### src/rtl/seg7_capture_decoder.sv
// seg7_capture_decoder: debounced seven-segment bus capture with hex decode and up/down direction tracking
module seg7_capture_decoder #(
  parameter int STABLE_CYCLES  = 4,
  parameter bit SEG_ACTIVE_LOW = 1'b0
) (
  input  logic       clk,
  input  logic       clr_n,
  input  logic [6:0] seg_in,
  output logic [3:0] value,
  output logic       value_valid,
  output logic       code_err,
  output logic       dir_up,
  output logic       dir_down,
  output logic [3:0] run_len
);
  typedef enum logic [1:0] {EMPTY, NONE, UP, DOWN} dir_t;
  localparam logic [6:0] SEGS [16] = '{7'h3F, 7'h06, 7'h5B, 7'h4F, 7'h66, 7'h6D, 7'h7D, 7'h07,
                                       7'h7F, 7'h6F, 7'h77, 7'h7C, 7'h39, 7'h5E, 7'h79, 7'h71};
  localparam logic [7:0] STABLE = 8'(STABLE_CYCLES);
  dir_t       r_state, w_state_nxt;
  logic [3:0] r_value, r_run, w_run_nxt, w_digit, w_d;
  logic [6:0] r_s, r_last, w_in;
  logic [7:0] r_cnt;
  logic       r_have, r_vv, r_ce, w_legal, w_accept;
  assign w_in        = seg_in ^ {7{SEG_ACTIVE_LOW}};
  assign w_accept    = (r_cnt == STABLE) && (!r_have || r_s != r_last);
  assign w_d         = w_digit - r_value;
  assign value       = r_value;
  assign value_valid = r_vv;
  assign code_err    = r_ce;
  assign dir_up      = r_state == UP;
  assign dir_down    = r_state == DOWN;
  assign run_len     = r_run;
  always_comb begin
    w_legal = 1'b0;
    w_digit = 4'h0;
    for (int i = 0; i < 16; i++)
      if (r_s == SEGS[i]) begin
        w_legal = 1'b1;
        w_digit = 4'(i);
      end
  end
  // an illegal pattern breaks the sequence, so the next legal value only re-seeds history
  always_comb begin
    w_state_nxt = r_state;
    w_run_nxt   = r_run;
    if (w_accept && !w_legal) begin
      w_state_nxt = EMPTY;
      w_run_nxt   = 4'd0;
    end else if (w_accept) begin
      if (r_state == EMPTY || (w_d != 4'd1 && w_d != 4'd15)) begin
        w_state_nxt = NONE;
        w_run_nxt   = 4'd0;
      end else begin
        w_state_nxt = (w_d == 4'd1) ? UP : DOWN;
        w_run_nxt   = (r_state != w_state_nxt) ? 4'd1 : (r_run == 4'd15) ? r_run : r_run + 4'd1;
      end
    end
  end
  always_ff @(posedge clk or negedge clr_n) begin
    if (!clr_n) begin
      r_s     <= '0;
      r_cnt   <= '0;
      r_last  <= '0;
      r_have  <= 1'b0;
      r_value <= '0;
      r_vv    <= 1'b0;
      r_ce    <= 1'b0;
      r_state <= EMPTY;
      r_run   <= '0;
    end else begin
      r_s     <= w_in;
      r_cnt   <= (w_in != r_s) ? 8'd1 : (r_cnt == STABLE) ? r_cnt : r_cnt + 8'd1;
      r_vv    <= w_accept && w_legal;
      r_ce    <= w_accept && !w_legal;
      r_state <= w_state_nxt;
      r_run   <= w_run_nxt;
      if (w_accept) begin
        r_last <= r_s;
        r_have <= 1'b1;
      end
      if (w_accept && w_legal) r_value <= w_digit;
    end
  end
endmodule

### config.mk
export PLATFORM = sky130hd
export DESIGN_NAME = seg7_capture_decoder
export DESIGN_NICKNAME = d
export VERILOG_FILES = /design/src/rtl/seg7_capture_decoder.sv
export SDC_FILE = /design/constraint.sdc
export NUM_CORES = 1
export LEC_CHECK = 0
export CORE_MARGIN = 4
export CORE_UTILIZATION = 55
export DETAILED_ROUTE_END_ITERATION = 7
export PLACE_DENSITY = 0.77
export SLEW_MARGIN = 20
export SYNTH_ARGS = -nofsm -noshare
export SYNTH_HDL_FRONTEND = slang
export SYNTH_SLANG_ARGS = --single-unit
### constraint.sdc
create_clock -name clk -period 8.4 [get_ports clk]
set_clock_uncertainty 0.1 [all_clocks]
set_input_delay 1.26 -clock clk [delete_from_list [all_inputs] [get_ports clk]]
set_output_delay 1.26 -clock clk [all_outputs]
set_load 0.05 [all_outputs]
# Word-level counts from Yosys, hierarchy flattened
# Cells that the tools add are included.
# W data, S select, Z words.
# word_totals
register_bits,35
mem_count,0
mem_bits_ro,0
mem_bits_rw,0
latchBits,0
# classes
shifts,0
mul,0
div,0
n_mux,42
reduce_logical,11
eq_ne,28
bitwise,0
n_addsub,3
n_lt_le_gt_ge,0
# op_table
op,count
$eq A7 B7 Y1 const B,12
$mux W4,18
$mux W1,18
$mux W8,2
$eq A7 B3 Y1 const B,2
$eq A7 B6 Y1 const B,2
$ne A7 B7 Y1,2
$add A8 B1 Y8 const B,1
$eq A8 B3 Y1 const B,1
$mux W2,4
$ne A4 B4 Y1 const B,2
$add A4 B1 Y4 const B,1
$eq A2 B2 Y1 const B,2
$eq A4 B1 Y1 const B,1
$eq A4 B4 Y1 const B,1
$logic_and A1 B1 Y1,4
$ne A4 B1 Y1 const B,1
$sub A4 B4 Y4,1
$logic_not A1 Y1,2
$logic_not A2 Y1,1
$logic_or A1 B1 Y1,2
$ne A2 B2 Y1,1
$ne A2 B2 Y1 const B,1
$reduce_and A2 Y1,1
$reduce_bool A2 Y1,1

# Longest topological paths before layout
# Gate-level depths: netlist (run 1).
# logic_depth
depth_word,24
depth_mapped,17

# Least setup slack after synthesis (run 1)
# Ideal clock, no wire load.
# synth_path
kind,register -> register
start,register r_s[5]
end,register r_run[0] (netlist: run_len[0])
arrival_time_ns,3.355
path_stages_with_launch,16
required_time_ns,8.234
slack_ns,4.879
n_path_buf,1
path_cell_list,dfrtp_1 buf_6 or3b_1 or3_1 o21ai_0 a31oi_1 o21ai_0 ha_1 a21o_1 a31oi_1 xnor2_1 or3_1 nand3_2 mux2_4 a41oi_2 o22a_1
# synth_lines
element,line_no,rtl
from (decl),22,"logic [6:0] r_s, r_last, w_in;"
from (signal assigned),72,r_s <= w_in;
$eq A7 B7 Y1,38,if (r_s == SEGS[i]) begin
$mux W4 (11 in a row),38,
$mux W4 (*),38,
named net w_digit[2],21,"logic [3:0] r_value, r_run, w_run_nxt, w_digit, w_d;"
$sub A4 B4 Y4 (*),27,assign w_d = w_digit - r_value;
$eq A4 B1 Y1,55,w_state_nxt = (w_d == 4'd1) ? UP : DOWN;
$mux W1,55,
$ne A2 B2 Y1,56,w_run_nxt = (r_state != w_state_nxt) ? 4'd1 : (r_run == 4'd15) ? r_run : r_run + 4'd1;
$mux W4,56,
$mux W4,51,if (r_state == EMPTY || (w_d != 4'd1 && w_d != 4'd15)) begin
$mux W4,50,end else if (w_accept) begin
$mux W4,47,if (w_accept && !w_legal) begin
to (signal assigned),77,r_run <= w_run_nxt;
to (decl),21,
# The timed path passes the listed nets; every way through them passes the cells marked *. The select of a mux whose other input is x is not followed.
# A chain may end at the register's enable or synchronous reset.

# Final worst setup path (run 1)
# layout_path
start,register r_s[1]
end,register r_run[0] (netlist: run_len[0])
# Same word-level chain as after synthesis.

==> flow_summary_export.csv, run 1 <==
group,metric,value,unit
power_and_ir_drop,p_switching,82.8,uW
routing,drc,0,
placed_design,port_buffers,20,
yosys,yosys-top-cells-count,"dfrtp_1 (35), nor2_1 (18), nand2_1 (15)",
run,maxCapViolations,0,
placed_design,dpl.hpwl,2.74,mm
clock_tree,cts.sinks,35,
grt,grt_use_total,18.2,%
sta,maxSlewViolCount,0,
floorplanning,core,0.00372,mm^2
yosys,netlist-cell-type-count,52,
sta,fin_crit_sh,47.1,%
yosys,synthTopCellsByArea,"dfrtp_1 (41%), xnor2_1 (5.3%), xor2_1 (4.1%), ha_1 (3.5%), nor2_1 (3.2%)",
clock_tree,clk_pin_slew_worst_paths,80,ps
yosys,synth-edff-count,0,
grt,grt_pass1_wl,7.30,mm
sta,max_freq,253,MHz
power_and_ir_drop,switching_share,24.3,%
routing,routedWlPerCell,13.7,um
final_layout,fin_nets,258,
floorplanning,num_rows,22,
routing,vias,1683,
routing,antenna_left,0,
yosys,netlist_area,0.00214,mm^2
routing,wl_met1,1.92,mm
yosys,yosysWarnings,0,
yosys,yosysTopAreaCell,"dfrtp_1",
critical_path,endpoint_kind,"register",
sta,holdWs,384,ps
floorplanning,io_pins,21,
power_and_ir_drop,pwr_density_cell,139,mW/mm^2
power_and_ir_drop,finalPower,341,uW
floorplanning,die_area,0.00496,mm^2
routing,viasPerCell,5.78,
grt,grt-ovfl-total,0,
routing,highest_layer,"met4",
routing,drt_first_pass_iters,4,
run_status,status,"finished, final reports clean",
clock_tree,cts_tree,"done",
sta,worst_pin_slew,687,ps
power_and_ir_drop,power.clock.fraction,40.1,%
yosys,synth-seq-cells,35,
grt,antenna_found_initial,0,
power_and_ir_drop,intPower,258,uW
grt,grt_start_max_net_pins,36,
power_and_ir_drop,power_frac_seq,52.1,%
final_layout,ff_latch_area,876,um^2
routing,wl_met2,1.87,mm
sta,setup_viol,0,
critical_path,crit_type,"register to register",
critical_path,cp.arrival,4090,ps
yosys,synth_top_area_share,40.9,%
routing,drt-total-wl,4.00,mm
min_path,hp-class,"register to register",
clock_tree,cts_buffer_depth,2,
clock_tree,clk_latency,290,ps
yosys,synth.most_common_cell,"dfrtp_1",
yosys,synth_nets,240,
clock_tree,clock-root-buffer,"clkbuf_8",
final_layout,multi_input_area,0.00118,mm^2
sta,rsz0062_at_grt,"no",
yosys,syn-instance-count,224,
grt,first_global_vias,1611,
sta,hold_violations,0,
power_and_ir_drop,p_leak,1.03,nW
sta,slew_headroom,54.0,%
clock_tree,htreeDepth,2,
clock_tree,cts_buffers,5,
clock_tree,cts_hold_buf,0,
sta,min_period,3960,ps
critical_path,critPathMaxFanout,17,
floorplanning,die_h,70.4,um
yosys,ys.flop_type,"dfrtp_1",
yosys,postSynth.asyncResetShare,100,%
yosys,yosysSeqAreaShare,40.9,%
placed_design,globalplace.congestion,0.854,
floorplanning,start_util,57.6,%
final_layout,fillCellCount,304,
sta,fin_setup_tns,0,ps
clock_tree,cts-resized-gates,0,
power_and_ir_drop,ir_drop,107,uV
final_layout,diodes,0,
final_layout,drive_gt1_share,10.3,%
routing,drt-initial-drc-count,83,
routing,met3WireLength,169,um
power_and_ir_drop,power_frac_comb,7.8,%
critical_path,crit_path_start_kind,"register",
yosys,synth.avg_cell_area,9.56,um^2
clock_tree,post_cts_buffers,0,
critical_path,crit_required,8540,ps
floorplanning,die_w,70.4,um
final_layout,area_growth,14.8,%
==> cells in the final DEF (no fill, tap or decap), types with 7 or more instances in the layout <==
cell type	netlist	layout
dfrtp_1	35	35
clkdlybuf4s50_1	0	20
nor2_1	18	18
nand2_1	15	15
xnor2_1	13	13
a21oi_1	12	12
nand3_1	10	10
o21ai_0	10	10
xor2_1	10	10
inv_1	8	8
clkbuf_8	0	7
==> cells by family (layout without fill, tap and decap cells) <==
| kind of cell | count (synthesis) | after routing | synth area share (%) |
|---|---|---|---|
| buf+inv | 19 | 38 | 3.97 |
| flops | 35 | 35 | 40.9 |
| simple gates | 85 | 85 | 22.3 |
| mux | 9 | 9 | 4.91 |
| compound gates | 45 | 45 | 13.6 |
| xor+xnor | 23 | 23 | 9.40 |
| fa+ha+maj | 8 | 8 | 4.91 |
==> path summary, 6_finish.rpt <==
path / endpoint / cells after the start / slack, ps / start
max reg2reg: run_len[0] / 14 / 4440 / r_s[1]
min: r_have / 1 / 380 / r_have
min reg2reg: r_have / 1 / 380 / r_have
max: run_len[0] / 14 / 4440 / r_s[1]
max in group asynchronous: r_have / 2 / 6600 / clr_n
min in group asynchronous: r_state[0] / 2 / 1270 / clr_n
==> stage by stage <==
step | setup slack (ps) | instance area, um^2 | utilization (%) | cells
after detailed placement | 4440 | 2360 | 63.5 | 283
final | 4440 | 2460 | 66.2 | 291
after floorplan | 4880 | 2140 | - | 224
after global placement | 4450 | 2360 | 63.5 | 283
after CTS | 4430 | 2460 | 66.2 | 291
after global routing | 4170 | 2460 | 66.2 | 291
==> state kept, by name, summed over array words and instances, names as in the netlist <==
register,flops
r_s,7
r_last,7
r_have,1
run_len,4
r_state,2
r_cnt,8
value,4
code_err,1
value_valid,1
==> critical path: stages (launching register included) <==
cell and delay, ps:
dfrtp_1 680, or3b_1 430, or3_1 360, o21ai_0 110, a31oi_1 120, o21ai_0 150
ha_1 320, a21o_1 180, a31oi_1 160, xnor2_1 160, or3_1 350, nand3_2 100
mux2_4 340, a41oi_2 200, o22a_1 150
==> power by group through the flow <==
stage	Sequential [mW]	Clock [mW]	Combinational [mW]
floorplan	0.175	0	0.0218
global placement	0.181	0	0.0267
detailed placement	0.181	0	0.0268
CTS	0.177	0.140	0.0270
global route	0.178	0.151	0.0299
finish	0.178	0.137	0.0265
==> area by class of cell <==
type,count,share of cell area (%)
multi-input combinational,170,48.0
sequential,35,35.6
timing repair buffer,21,8.45
clock buffer,8,4.07
tap,48,2.44
inverter,9,1.37
==> layer usage <==
metal	vias to the layer above	GRT usage, %
li1	832	-
met1	806	23.7
met2	41	28.8
met3	4	4.89
met4	0	7.02
met5	-	0
Note: power is estimated with default switching activity, not from simulation.
==> inputs of run 2 (changes only) <==
Settings changed: CORE_UTILIZATION 55 to 51, PLACE_DENSITY 0.77 to 0.75.
Clock period 8.4 ns to 3.3 ns, I/O delays scaled along.
==> flow_summary_export.csv, run 2 (synthesis gave the netlist of run 1 again) <==
group,metric,value,unit
run_status,status,"finished with violations",
run_status,violations,"negative setup slack",
final_layout,largest_register_ffs,8,
critical_path,critPathSlowestCell,"dfrtp_2",
floorplanning,core,0.00403,mm^2
grt,grt_start_max_net_pins,36,
clock_tree,htreeDepth,2,
routing,vias,1990,
grt,grt_use_total,21.4,%
critical_path,crit_type,"register to register",
routing,viasPerCell,5.72,
final_layout,fin_nets,313,
critical_path,cp_common_cell,"buf_4",
final_layout,largest-register,"r_cnt",
routing,drt-total-wl,5.65,mm
sta,min_period,3520,ps
critical_path,cp_num_buf_inv,3,
clock_tree,cts_tree,"done",
clock_tree,clk_pin_slew_worst_paths,80,ps
critical_path,crit_path_start_kind,"register",
final_layout,final_cell_mix,"buf_4 (52), dfrtp_1 (34), clkdlybuf4s50_1 (20)",
final_layout,area_growth,42.3,%
run,maxCapViolations,0,
routing,drc,0,
placed_design,placed_area,0.00264,mm^2
sta,setup_viol,5,
floorplanning,die_h,72.8,um
min_path,hp-class,"register to register",
placed_design,globalplace.congestion,0.774,
floorplanning,die_w,72.8,um
final_layout,drive_gt1_share,36.2,%
final_layout,stdcell_area,0.00305,mm^2
power_and_ir_drop,power.clock.fraction,41.1,%
critical_path,slowest_delay,450,ps
sta,hold_violations,0,
sta,max_freq,284,MHz
sta,rsz0062_at_grt,"yes",
critical_path,endpoint_kind,"register",
power_and_ir_drop,pwr_density_cell,324,mW/mm^2
routing,drt_first_pass_iters,5,
critical_path,critPathMaxFanout,5,
final_layout,final_common_cell,"buf_4",
sta,maxSlewViolCount,0,
routing,drt-initial-drc-count,118,
routing,routedWlPerCell,16.2,um
final_layout,instances_no_fill,348,
grt,antenna_found_initial,0,
sta,slew_headroom,59.6,%
placed_design,port_buffers,20,
critical_path,path_cells,"or3b_4 -> buf_4 -> a211oi_1 -> o31ai_2 -> o21ai_1 -> buf_4 -> fa_2 -> xor2_4 -> buf_4 -> nor3_2 -> nand3_2 -> mux2_4 -> a31oi_1 -> o22a_1",
floorplanning,start_util,53.2,%
critical_path,crit_required,3450,ps
critical_path,cp.arrival,3670,ps
floorplanning,io_pins,21,
sta,worst_pin_slew,603,ps
final_layout,utilization,75.7,%
power_and_ir_drop,p_switching,251,uW
sta,fin_ws,-225,ps
grt,first_global_vias,1999,
final_layout,reg_top3,"r_cnt (8), r_last (7), r_s (7)",
sta,fin_setup_tns,-708,ps
sta,fin_crit_sh,107,%
critical_path,critical-path-top-delay-family,"compound AO/OA/AOI/OAI gates",
clock_tree,clock-root-buffer,"clkbuf_8",
placed_design,dpl_worst_slack,-425,ps
power_and_ir_drop,p_leak,1.33,nW
grt,grt_pass1_wl,8.85,mm
clock_tree,cts_buffer_depth,2,
power_and_ir_drop,power_frac_comb,14.5,%
placed_design,dp.cells,322,
floorplanning,die_area,0.00530,mm^2
clock_tree,cts_hold_buf,0,
clock_tree,clk_latency,300,ps
placed_design,dpl.hpwl,3.42,mm
power_and_ir_drop,power_frac_seq,44.4,%
grt,grt-ovfl-total,0,
clock_tree,cts.sinks,35,
power_and_ir_drop,ir_drop,370,uV
power_and_ir_drop,intPower,737,uW
final_layout,diodes,0,
clock_tree,cts_buffers,5,
floorplanning,num_rows,23,
power_and_ir_drop,switching_share,25.4,%
routing,antenna_left,0,
run 2: cell count changes in the layout (fill, tap and decap cells not counted), sizes merged:
| cell | change |
|---|---|
| inv | +1 |
| bufinv | +1 |
| clkinv | +1 |
| clkbuf | -3 |
| buf | +55 |
run 2: power by group through the flow:
stage | sequential, mW | clock [mW] | combinational (mW)
6_report | 0.439 | 0.406 | 0.144
4_1_cts | 0.438 | 0.414 | 0.131
3_3_place_gp | 0.446 | 0 | 0.112
3_5_place_dp | 0.446 | 0 | 0.114
2_1_floorplan | 0.446 | 0 | 0.0558
5_1_grt | 0.439 | 0.430 | 0.155
run 2: metal layers:
metal / wire, um / global-route usage (%) / up-vias
li1: - / - / 950
met1: 2290 / 25.1 / 965
met2: 2990 / 38.7 / 59
met3: 233 / 3.72 / 16
met4: 133 / 8.40 / 0
met5: 0 / 0 / -
run 2: what timing repair did:
action | in CTS | in global routing
pin swaps | 13 | 15
resized for setup | 19 | 21
endpoints found under the setup margin | 5 | 7
buffers inserted | 16 | 6
run 2: worst register-to-register path, stage by stage (launching register included):
cell and delay (ps):
dfrtp_2 450, or3b_4 250, buf_4 100, a211oi_1 70
o31ai_2 340, o21ai_1 190, buf_4 180, fa_2 400
xor2_4 220, buf_4 140, nor3_2 200, nand3_2 140
mux2_4 360, a31oi_1 190, o22a_1 150
run 2: worst paths after layout:
kind                       startpoint          to  slack, ps  cells past startpoint
max                            r_s[1]  run_len[0]       -220                     14
min                            r_have      r_have        380                      1
max reg2reg                    r_s[1]  run_len[0]       -220                     14
min reg2reg                    r_have      r_have        380                      1
max in group asynchronous       clr_n      r_s[1]       2250                      2
min in group asynchronous       clr_n    value[1]        510                      2
run 2: cell type report:
type                            instances  area, um^2
Multi-Input combinational cell        170        1320
Fill cell                             283         980
Sequential cell                        35         877
Timing Repair Buffer                   76         636
Clock buffer                            5        68.8
Tap cell                               50        62.6
Clock inverter                          3        47.5
Inverter                                9        33.8
run 2: stage by stage:
| stage | total power, mW | hold slack (ps) |
|---|---|---|
| global placement | 0.558 | 358 |
| CTS | 0.983 | 385 |
| finish | 0.988 | 377 |
| floorplan | 0.502 | 99.4 |
| global route | 1.02 | 410 |
| detailed placement | 0.560 | 364 |
==> inputs of run 3 (changes only) <==
Settings changed: ABC_CLOCK_PERIOD_IN_PS set to 3300.
==> results of run 3 <==
The final DEF is identical to that of run 2; final timing and power are the same.
